===== src/rtl/ex_div_pkg.sv =====
// Shared definitions for the EX-stage iterative divider: FSM states and control levels.
package ex_div_pkg;

  typedef enum logic [1:0] {
    DIV_FREE    = 2'b00,
    DIV_BY_ZERO = 2'b01,
    DIV_ON      = 2'b10,
    DIV_END     = 2'b11
  } div_state_e;

  localparam logic RST_ENABLE            = 1'b1;
  localparam logic DIV_RESULT_READY      = 1'b1;
  localparam logic DIV_RESULT_NOT_READY  = 1'b0;
  localparam logic DIV_START             = 1'b1;
  localparam logic DIV_STOP              = 1'b0;

endpackage


===== src/rtl/ex_div_div_step.sv =====
// One restoring division step: shift in a dividend bit, trial-subtract the divisor.
module div_step #(
  parameter int unsigned WIDTH = 32
) (
  input  logic [WIDTH-1:0] rem_i,
  input  logic             bit_i,
  input  logic [WIDTH-1:0] divisor_i,
  output logic [WIDTH-1:0] rem_o,
  output logic             q_o
);

  logic [WIDTH:0] shifted;
  logic [WIDTH:0] diff;

  // rem_i < divisor_i, so the sign of the WIDTH+1 bit difference is a clean borrow.
  always_comb begin
    shifted = {rem_i, bit_i};
    diff    = shifted - {1'b0, divisor_i};
    q_o     = ~diff[WIDTH];
    rem_o   = q_o ? diff[WIDTH-1:0] : shifted[WIDTH-1:0];
  end

endmodule


===== src/rtl/ex_div.sv =====
// Multi-cycle iterative signed/unsigned divider for the EX stage; result is {remainder, quotient}.
module ex_div
  import ex_div_pkg::*;
#(
  parameter int unsigned WIDTH          = 32,
  parameter int unsigned BITS_PER_CYCLE = 1
) (
  input  logic               clk,
  input  logic               rst_n,
  input  logic               signed_div_i,
  input  logic [WIDTH-1:0]   opdata1_i,
  input  logic [WIDTH-1:0]   opdata2_i,
  input  logic               start_i,
  input  logic               annul_i,
  output logic [2*WIDTH-1:0] result_o,
  output logic               ready_o,
  output logic               div_by_zero_o
);

  localparam int unsigned ITER  = WIDTH / BITS_PER_CYCLE;
  localparam int unsigned CNT_W = $clog2(ITER + 1);

  div_state_e           state_q, state_d;
  logic [CNT_W-1:0]     cnt_q, cnt_d;
  logic [WIDTH-1:0]     dividend_q, dividend_d;
  logic [WIDTH-1:0]     divisor_q, divisor_d;
  logic [WIDTH-1:0]     rem_q, rem_d;
  logic                 qsign_q, qsign_d;
  logic                 rsign_q, rsign_d;
  logic [2*WIDTH-1:0]   result_q, result_d;
  logic                 dbz_q, dbz_d;

  logic [WIDTH-1:0]          rem_chain [BITS_PER_CYCLE+1];
  logic [BITS_PER_CYCLE-1:0] q_bits;

  // Dividend register doubles as quotient accumulator: dividend bits shift out the top,
  // quotient bits shift in at the bottom.
  assign rem_chain[0] = rem_q;

  for (genvar g = 0; g < BITS_PER_CYCLE; g++) begin : g_step
    div_step #(.WIDTH(WIDTH)) u_step (
      .rem_i     (rem_chain[g]),
      .bit_i     (dividend_q[WIDTH-1-g]),
      .divisor_i (divisor_q),
      .rem_o     (rem_chain[g+1]),
      .q_o       (q_bits[BITS_PER_CYCLE-1-g])
    );
  end

  always_comb begin
    state_d    = state_q;
    cnt_d      = cnt_q;
    dividend_d = dividend_q;
    divisor_d  = divisor_q;
    rem_d      = rem_q;
    qsign_d    = qsign_q;
    rsign_d    = rsign_q;
    result_d   = result_q;
    dbz_d      = dbz_q;

    if (state_q != DIV_FREE && annul_i) begin
      state_d  = DIV_FREE;
      cnt_d    = '0;
      result_d = '0;
      dbz_d    = 1'b0;
    end else begin
      case (state_q)
        DIV_FREE: begin
          if (start_i == DIV_START && !annul_i) begin
            if (opdata2_i == '0) begin
              state_d = DIV_BY_ZERO;
            end else begin
              state_d    = DIV_ON;
              cnt_d      = '0;
              rem_d      = '0;
              dividend_d = (signed_div_i && opdata1_i[WIDTH-1]) ? -opdata1_i : opdata1_i;
              divisor_d  = (signed_div_i && opdata2_i[WIDTH-1]) ? -opdata2_i : opdata2_i;
              qsign_d    = signed_div_i & (opdata1_i[WIDTH-1] ^ opdata2_i[WIDTH-1]);
              rsign_d    = signed_div_i & opdata1_i[WIDTH-1];
            end
          end
        end
        DIV_BY_ZERO: begin
          state_d  = DIV_END;
          result_d = '0;
          dbz_d    = 1'b1;
        end
        DIV_ON: begin
          if (cnt_q == CNT_W'(ITER)) begin
            state_d  = DIV_END;
            dbz_d    = 1'b0;
            result_d = {rsign_q ? -rem_q : rem_q, qsign_q ? -dividend_q : dividend_q};
          end else begin
            rem_d      = rem_chain[BITS_PER_CYCLE];
            dividend_d = {dividend_q[WIDTH-BITS_PER_CYCLE-1:0], q_bits};
            cnt_d      = cnt_q + 1'b1;
          end
        end
        DIV_END: begin
          if (start_i == DIV_STOP) begin
            state_d  = DIV_FREE;
            result_d = '0;
            dbz_d    = 1'b0;
          end
        end
        default: state_d = DIV_FREE;
      endcase
    end
  end

  always_ff @(posedge clk) begin
    if (rst_n == RST_ENABLE) begin
      state_q    <= DIV_FREE;
      cnt_q      <= '0;
      dividend_q <= '0;
      divisor_q  <= '0;
      rem_q      <= '0;
      qsign_q    <= 1'b0;
      rsign_q    <= 1'b0;
      result_q   <= '0;
      dbz_q      <= 1'b0;
    end else begin
      state_q    <= state_d;
      cnt_q      <= cnt_d;
      dividend_q <= dividend_d;
      divisor_q  <= divisor_d;
      rem_q      <= rem_d;
      qsign_q    <= qsign_d;
      rsign_q    <= rsign_d;
      result_q   <= result_d;
      dbz_q      <= dbz_d;
    end
  end

  assign result_o      = result_q;
  assign ready_o       = (state_q == DIV_END) ? DIV_RESULT_READY : DIV_RESULT_NOT_READY;
  assign div_by_zero_o = dbz_q;

endmodule


===== config.mk =====
export PLATFORM = sky130hd
export DESIGN_NAME = ex_div
export DESIGN_NICKNAME = d
export VERILOG_FILES = /design/src/rtl/ex_div_pkg.sv /design/src/rtl/ex_div_div_step.sv /design/src/rtl/ex_div.sv
export SDC_FILE = /design/constraint.sdc
export NUM_CORES = 1
export LEC_CHECK = 0
export ABC_AREA = 1
export CAP_MARGIN = 5
export CORE_MARGIN = 2
export CORE_UTILIZATION = 63
export DETAILED_ROUTE_END_ITERATION = 7
export PLACE_DENSITY = 0.84
export SYNTH_ARGS = -nofsm -noshare
export SYNTH_HDL_FRONTEND = slang
export SYNTH_SLANG_ARGS = --single-unit

===== constraint.sdc =====
create_clock -name clk -period 3.95 [get_ports clk]
set_input_delay 0.79 -clock clk [delete_from_list [all_inputs] [get_ports clk]]
set_output_delay 0.79 -clock clk [all_outputs]
set_load 0.005 [all_outputs]

== Yosys cells after proc, flatten, opt, wreduce, memory -nomap -nowiden ==
Cells that the tools add are included.

* Output and inout bits: 66
* Input bits: 69
* Register bits after elaboration: 171
* Word-level logic and storage cells: 75

* Equality and inequality tests: 9
* Multiplexer cells: 29
* Add/sub/neg operators: 6
* Bitwise operators: 6
* Reduce and logical (&&, ||, !) cells: 16

{| class="wikitable"
|+ Operators by type and width
! cell !! number
|-
| $mux 32 || 11
|-
| $pmux 64 s3 || 1
|-
| $mux 64 || 2
|-
| $neg 32->32 || 4
|-
| $pmux 32 s2 || 2
|-
| $sub 33x32->33 || 1
|-
| $logic_not 32->1 || 1
|-
| $mux 6 || 3
|-
| $pmux 6 s2 || 1
|-
| $ne 2x2->1 const B || 5
|-
| $mux 2 || 4
|-
| $pmux 2 s4 || 1
|-
| $reduce_and 4->1 || 2
|-
| $add 6x1->6 const B || 1
|-
| $eq 6x6->1 const B || 1
|-
| $reduce_and 3->1 || 2
|-
| $reduce_and 5->1 || 1
|-
| $eq 2x2->1 const B || 2
|-
| $logic_and 1x1->1 || 4
|-
| $reduce_bool 2->1 || 2
|-
| $mux 1 || 3
|-
| $not 1->1 || 3
|-
| $pmux 1 s3 || 1
|-
| $reduce_bool 3->1 || 1
|-
| 6 further kinds || 7
|}

== Longest topological paths before layout ==
* Depth after elaboration: 5
* Depth in mapped cells: 18
* Mapped depth without buffers: 17

== Modules after synthesis ==
Synthesis repeated with hierarchy kept, for this count alone.

* Cell total of the unflattened synthesis: 2362
* Area, all modules: 13411.6 sq um

{| class="wikitable"
|+ Modules (own cells, without submodules)
! module !! area each (sq um) !! seq. area each (sq um) !! instances !! cells an instance
|-
| ex_div || 10248.6 || 3423.3 || 1 || 1679
|-
| div_step || 3163.0 || 0.0 || 1 || 683
|}

== Worst setup path before layout ==
No wires, ideal clock.

* Path type: register to register
* Start: register dividend_q[31]
* End: register rem_q[21]
* Setup time: 143 ps
* Setup slack: 1720 ps
* Stages on the path, launching flop included: 19
* Data required time: 3807 ps
* Data arrival time: 2087 ps
* Period minus slack after synthesis: 2230 ps
* Cells stage by stage: dfxtp_1 > inv_1 > ha_1 > fa_1 > inv_1 > nand2_1 > nand2_1 > nand3_1 > nand2_2 > nand2_2 > nand2_4 > nand2_4 > nand2_4 > nand2_8 > nand2_8 > buf_8 > nand2_2 > nand3_2 > a21oi_2

* Cells in the longest elaborated chain, start to end: 4

{| class="wikitable"
|+ Ends and longest elaborated chain
! element !! line !! source
|-
| start: declaration || ex_div.sv:25 || <nowiki>logic [WIDTH-1:0] dividend_q, dividend_d;</nowiki>
|-
| start signal: assignment || ex_div.sv:125 || <nowiki>dividend_q <= dividend_d;</nowiki>
|-
| $sub 33x32->33 || ex_div_div_step.sv:18 || <nowiki>diff = shifted - {1'b0, divisor_i};</nowiki>
|-
| $mux 32 || ex_div_div_step.sv:20 || <nowiki>rem_o = q_o ? diff[WIDTH-1:0] : shifted[WIDTH-1:0];</nowiki>
|-
| $mux 32 || ex_div.sv:89 || <nowiki>if (cnt_q == CNT_W'(ITER)) begin</nowiki>
|-
| $pmux 32 s2 || ex_div.sv:67 || <nowiki>case (state_q)</nowiki>
|-
| end signal: assignment || ex_div.sv:127 || <nowiki>rem_q <= rem_d;</nowiki>
|-
| end: declaration || ex_div.sv:27 || <nowiki>logic [WIDTH-1:0] rem_q, rem_d;</nowiki>
|}

No other way between the ends. The select of a mux whose other input is x is not followed.
A chain may end at the register's enable or synchronous reset.

== Final worst setup path ==
* Start: input port opdata2_i[0]
* End: register rem_q[31]

* Cells in the longest elaborated chain, start to end: 3

{| class="wikitable"
|+ Ends and longest elaborated chain
! element !! line !! source
|-
| start: declaration || ex_div.sv:12 || <nowiki>input logic [WIDTH-1:0] opdata2_i,</nowiki>
|-
| $logic_not 32->1 || ex_div.sv:70 || <nowiki>if (opdata2_i == '0) begin</nowiki>
|-
| $ne 2x2->1 (no source line) || n/a ||
|-
| $reduce_and 5->1 (no source line) || n/a ||
|}

No other way between the ends.

==> results.py <==
metrics = {
    "status": {
        "run_status": "completed",
    },
    "floorplan": {
        "std_cell_rows": 52,
        "starting_density_pct": 64.5,
        "core_area_sq_um": 20400,
        "dieArea_sq_um": 22000,
        "die_width_microns": 148,
        "vertical_extent_of_the_die_microns": 148,
        "num_io_pins": 135,
    },
    "placement": {
        "io_buffers": 134,
        "gpl.final_weighted_congestion": 1.00,
        "dp.final_hpwl_mm": 30.4,
    },
    "drt": {
        "routed_wl_mm": 39.3,
        "post_drt_wl_per_cell_microns": 15.5,
        "drt_first_iter_violations": 1611,
        "detailed_routing_iterations_pass_1": 6,
        "drc": 0,
        "final_antenna_net_count": 0,
        "vias": 14500,
        "drt-vias-per-instance": 5.72,
    },
    "global_routing": {
        "grt_pass1_vias": 12600,
        "gr-usage-all-layers_pct": 35.2,
        "globalRouteOverflowTotal": 0,
        "grt_max_degree": 66,
        "grt_first_pass_wirelength_mm": 62.7,
        "number_of_antenna_violations_at_the_first_check_in_global_routing": 0,
    },
    "logic_synthesis": {
        "synth_top_area_share_pct": 26.1,
        "mapped_cell_area_sq_um": 13100,
        "synth_sequential_area_ratio_pct": 26.1,
        "synthCells": 2157,
        "syn_nets": 2268,
        "post_synth.cell_area_avg_sq_um": 6.09,
        "synth-main-ff-cell": "sky130_fd_sc_hd__dfxtp_1",
        "async_flop_share_pct": 0,
        "count_of_flip_flops_with_a_built_in_enable_after_synthesis": 0,
        "synth_largest_area_cell": "sky130_fd_sc_hd__dfxtp_1",
        "synthDistinctLibCells": 47,
        "synth-seq-cells": 171,
        "yosys.cell_count.top_type": "sky130_fd_sc_hd__nand2_1",
        "yosys-top-cells-area": "sky130_fd_sc_hd__dfxtp_1 (26%), sky130_fd_sc_hd__nand2_1 (17%), sky130_fd_sc_hd__a21oi_1 (8.3%)",
        "synth_commonest_cells": "sky130_fd_sc_hd__nand2_1 (603), sky130_fd_sc_hd__inv_1 (287), sky130_fd_sc_hd__a21oi_1 (217), sky130_fd_sc_hd__dfxtp_1 (171), sky130_fd_sc_hd__nand3_1 (171)",
        "yosysWarningCount": 0,
    },
    "worst_setup_path": {
        "setup.worst_path.start_class": "input pin",
        "reg2reg_depth": 16,
        "critPathCapture": "rem_q[31]",
        "cp_data_arrival_time_ns": 3.20,
        "crit-reg2reg-capture": "rem_q[31]",
        "cp-startpoint": "opdata2_i[0]",
        "critPathCaptureType": "flip-flop",
        "cp_data_required_time_ns": 4.31,
        "rr_startpoint": "dividend_q[31]",
        "worst-setup-path-type": "in2reg",
        "flop2flop_setup_slack_ns": 1.12,
        "critical_path_peak_fanout": 31,
    },
    "min_path": {
        "hold_path.class": "reg2reg",
    },
    "cells_and_area": {
        "antennaDiodeCount": 0,
        "num-nets-final": 2355,
        "post_route_cells_drive_above_1_share_pct": 7.35,
        "area_delta_synth_final_pct": 15.4,
    },
    "sta": {
        "finalCriticalPeriod_ns": 2.83,
        "grt_setup_unrepaired": "no",
        "tightestPinTransition_ns": 0.875,
        "timing_hold_violations_final": 0,
        "final_period_util_pct": 71.7,
        "setup_tns_ns": 0,
        "max_slew_margin_pct": 41.6,
        "clock.fmax_mhz": 353,
        "finClkSkew_ns": 0.0176,
        "report.final.slew_viol_count": 0,
        "timing.final.setup_violations": 0,
    },
    "power": {
        "p_seq_share_pct": 28.4,
        "power_mw": 7.98,
        "switching_share_pct": 48.4,
        "power.net_switching_mw": 3.87,
        "vdd_drop_max_mv": 0.523,
        "clock_power_share_pct": 21.9,
        "powerDensity_nw_per_um2": 527,
        "combinational_cell_fraction_of_total_power_pct": 49.7,
        "leakage_nw": 6.84,
        "power_report.internal_total_mw": 4.11,
    },
    "clocking": {
        "clkTransAtPathRegs_ns": 0.08,
        "clk_path_buf_depth": 2,
        "post-cts-setup-buffers": 0,
        "tritoncts_clock_tree": "done",
        "cts_made_buffers": 17,
        "cts_repair_resize_count": 0,
        "hold_buffers": 0,
        "htree_levels": 4,
        "clk_latency_ns": 0.45,
        "clk_sinks": 171,
        "clockRootBuffer": "sky130_fd_sc_hd__clkbuf_16",
    },
    "job": {
        "maxCapViolCount": 0,
    },
}
[cell families after synthesis]
logic type	count (synthesis)	share of synthesized area [%]
AND/OR/NAND/NOR	1096	37.2
AO/OA/AOI/OAI	411	17.1
buffers and inverters	376	11.5
flip-flops	171	26.1
XOR/XNOR	61	4.07
adder cells (fa/ha/maj)	42	4.06
[sequential cells by signal, summed over array words and instances (netlist names)]
name,cells
cnt_q,6
div_by_zero_o,1
dividend_q,32
divisor_q,32
qsign_q,1
rem_q,32
result_o,64
rsign_q,1
state_q,2
[worst min path at each step]
stage | startpoint | end | slack [ns] | cells past startpoint
finish | result_o[31] | result_o[31] | 0.46 | 2
global route | result_o[8] | result_o[8] | 0.48 | 2
CTS | result_o[10] | result_o[10] | 0.47 | 2
detailed placement | result_o[7] | result_o[7] | 0.46 | 2
global placement | result_o[25] | result_o[25] | 0.45 | 2
floorplan | divisor_q[3] | divisor_q[3] | 0.43 | 2
[power by group through the flow]
stage | sequential [mW] | clock [mW] | combinational (mW)
3_3_place_gp | 2.27 | 0 | 3.75
3_5_place_dp | 2.28 | 0 | 3.83
5_1_grt | 2.28 | 1.81 | 4.40
4_1_cts | 2.24 | 1.74 | 3.87
2_1_floorplan | 2.18 | 0 | 2.95
6_report | 2.26 | 1.75 | 3.97
[layout make-up]
cell class | instances | area, sq um
tap | 270 | 338
timing repair buffer | 147 | 1450
fill | 1727 | 5220
clock buffer | 18 | 439
clock inverter | 14 | 168
sequential | 171 | 3420
inverter | 297 | 1110
multi-input combinational | 1610 | 8210
[worst max-delay path, stage by stage]
cell and delay (ns):
sky130_fd_sc_hd__clkdlybuf4s50_1 0.45, sky130_fd_sc_hd__inv_1 0.06, sky130_fd_sc_hd__ha_1 0.22, sky130_fd_sc_hd__nand2_1 0.09, sky130_fd_sc_hd__nor2_1 0.06, sky130_fd_sc_hd__nand2_1 0.08, sky130_fd_sc_hd__nor2_1 0.06, sky130_fd_sc_hd__nand2_2 0.08
sky130_fd_sc_hd__nand4_4 0.38, sky130_fd_sc_hd__nor2_2 0.19, sky130_fd_sc_hd__buf_4 0.41, sky130_fd_sc_hd__nand3_1 0.12, sky130_fd_sc_hd__a21oi_1 0.16
[metal layers]
layer	wire, microns	vias to the layer above	global-route usage, %
li1	-	7132	-
met1	17700	6509	51.4
met2	16500	764	52.5
met3	4350	55	7.73
met4	679	0	9.00
met5	0	-	0
[stage by stage]
step	instance area [sq um]	setup WS [ns]	utilization [%]	hold WS (ns)	instances
2_1_floorplan	13100	1.72	-	0.432	2157
3_3_place_gp	14500	0.756	71.4	0.451	2495
3_5_place_dp	14500	0.689	71.4	0.456	2495
4_1_cts	15100	1.13	74.4	0.467	2527
5_1_grt	15100	0.845	74.4	0.481	2527
6_report	15100	1.12	74.4	0.465	2527
[layout by cell type (no fill, tap or decap), types with 6 or more instances in the layout]
cell type                         instances
sky130_fd_sc_hd__nor2_2                   9
sky130_fd_sc_hd__xnor2_1                 14
sky130_fd_sc_hd__nand3_1                170
sky130_fd_sc_hd__ha_1                    41
sky130_fd_sc_hd__o21bai_1                 7
sky130_fd_sc_hd__o31ai_1                  6
sky130_fd_sc_hd__inv_2                   10
sky130_fd_sc_hd__xor2_1                  47
sky130_fd_sc_hd__nor3_1                  22
sky130_fd_sc_hd__nand2_2                 33
sky130_fd_sc_hd__nand2_1                602
sky130_fd_sc_hd__o21ai_0                112
sky130_fd_sc_hd__clkdlybuf4s50_1        133
sky130_fd_sc_hd__a21oi_2                 23
sky130_fd_sc_hd__and3_1                   6
sky130_fd_sc_hd__nand4_1                 21
sky130_fd_sc_hd__nand3b_1                16
sky130_fd_sc_hd__nor2_1                 166
sky130_fd_sc_hd__clkbuf_16               17
sky130_fd_sc_hd__inv_1                  287
sky130_fd_sc_hd__o21ai_1                 21
sky130_fd_sc_hd__buf_4                   12
sky130_fd_sc_hd__a21oi_1                217
sky130_fd_sc_hd__dfxtp_1                171
sky130_fd_sc_hd__o211ai_1                10
sky130_fd_sc_hd__nand3_2                 27
Power figures use the tool's default switching activity.
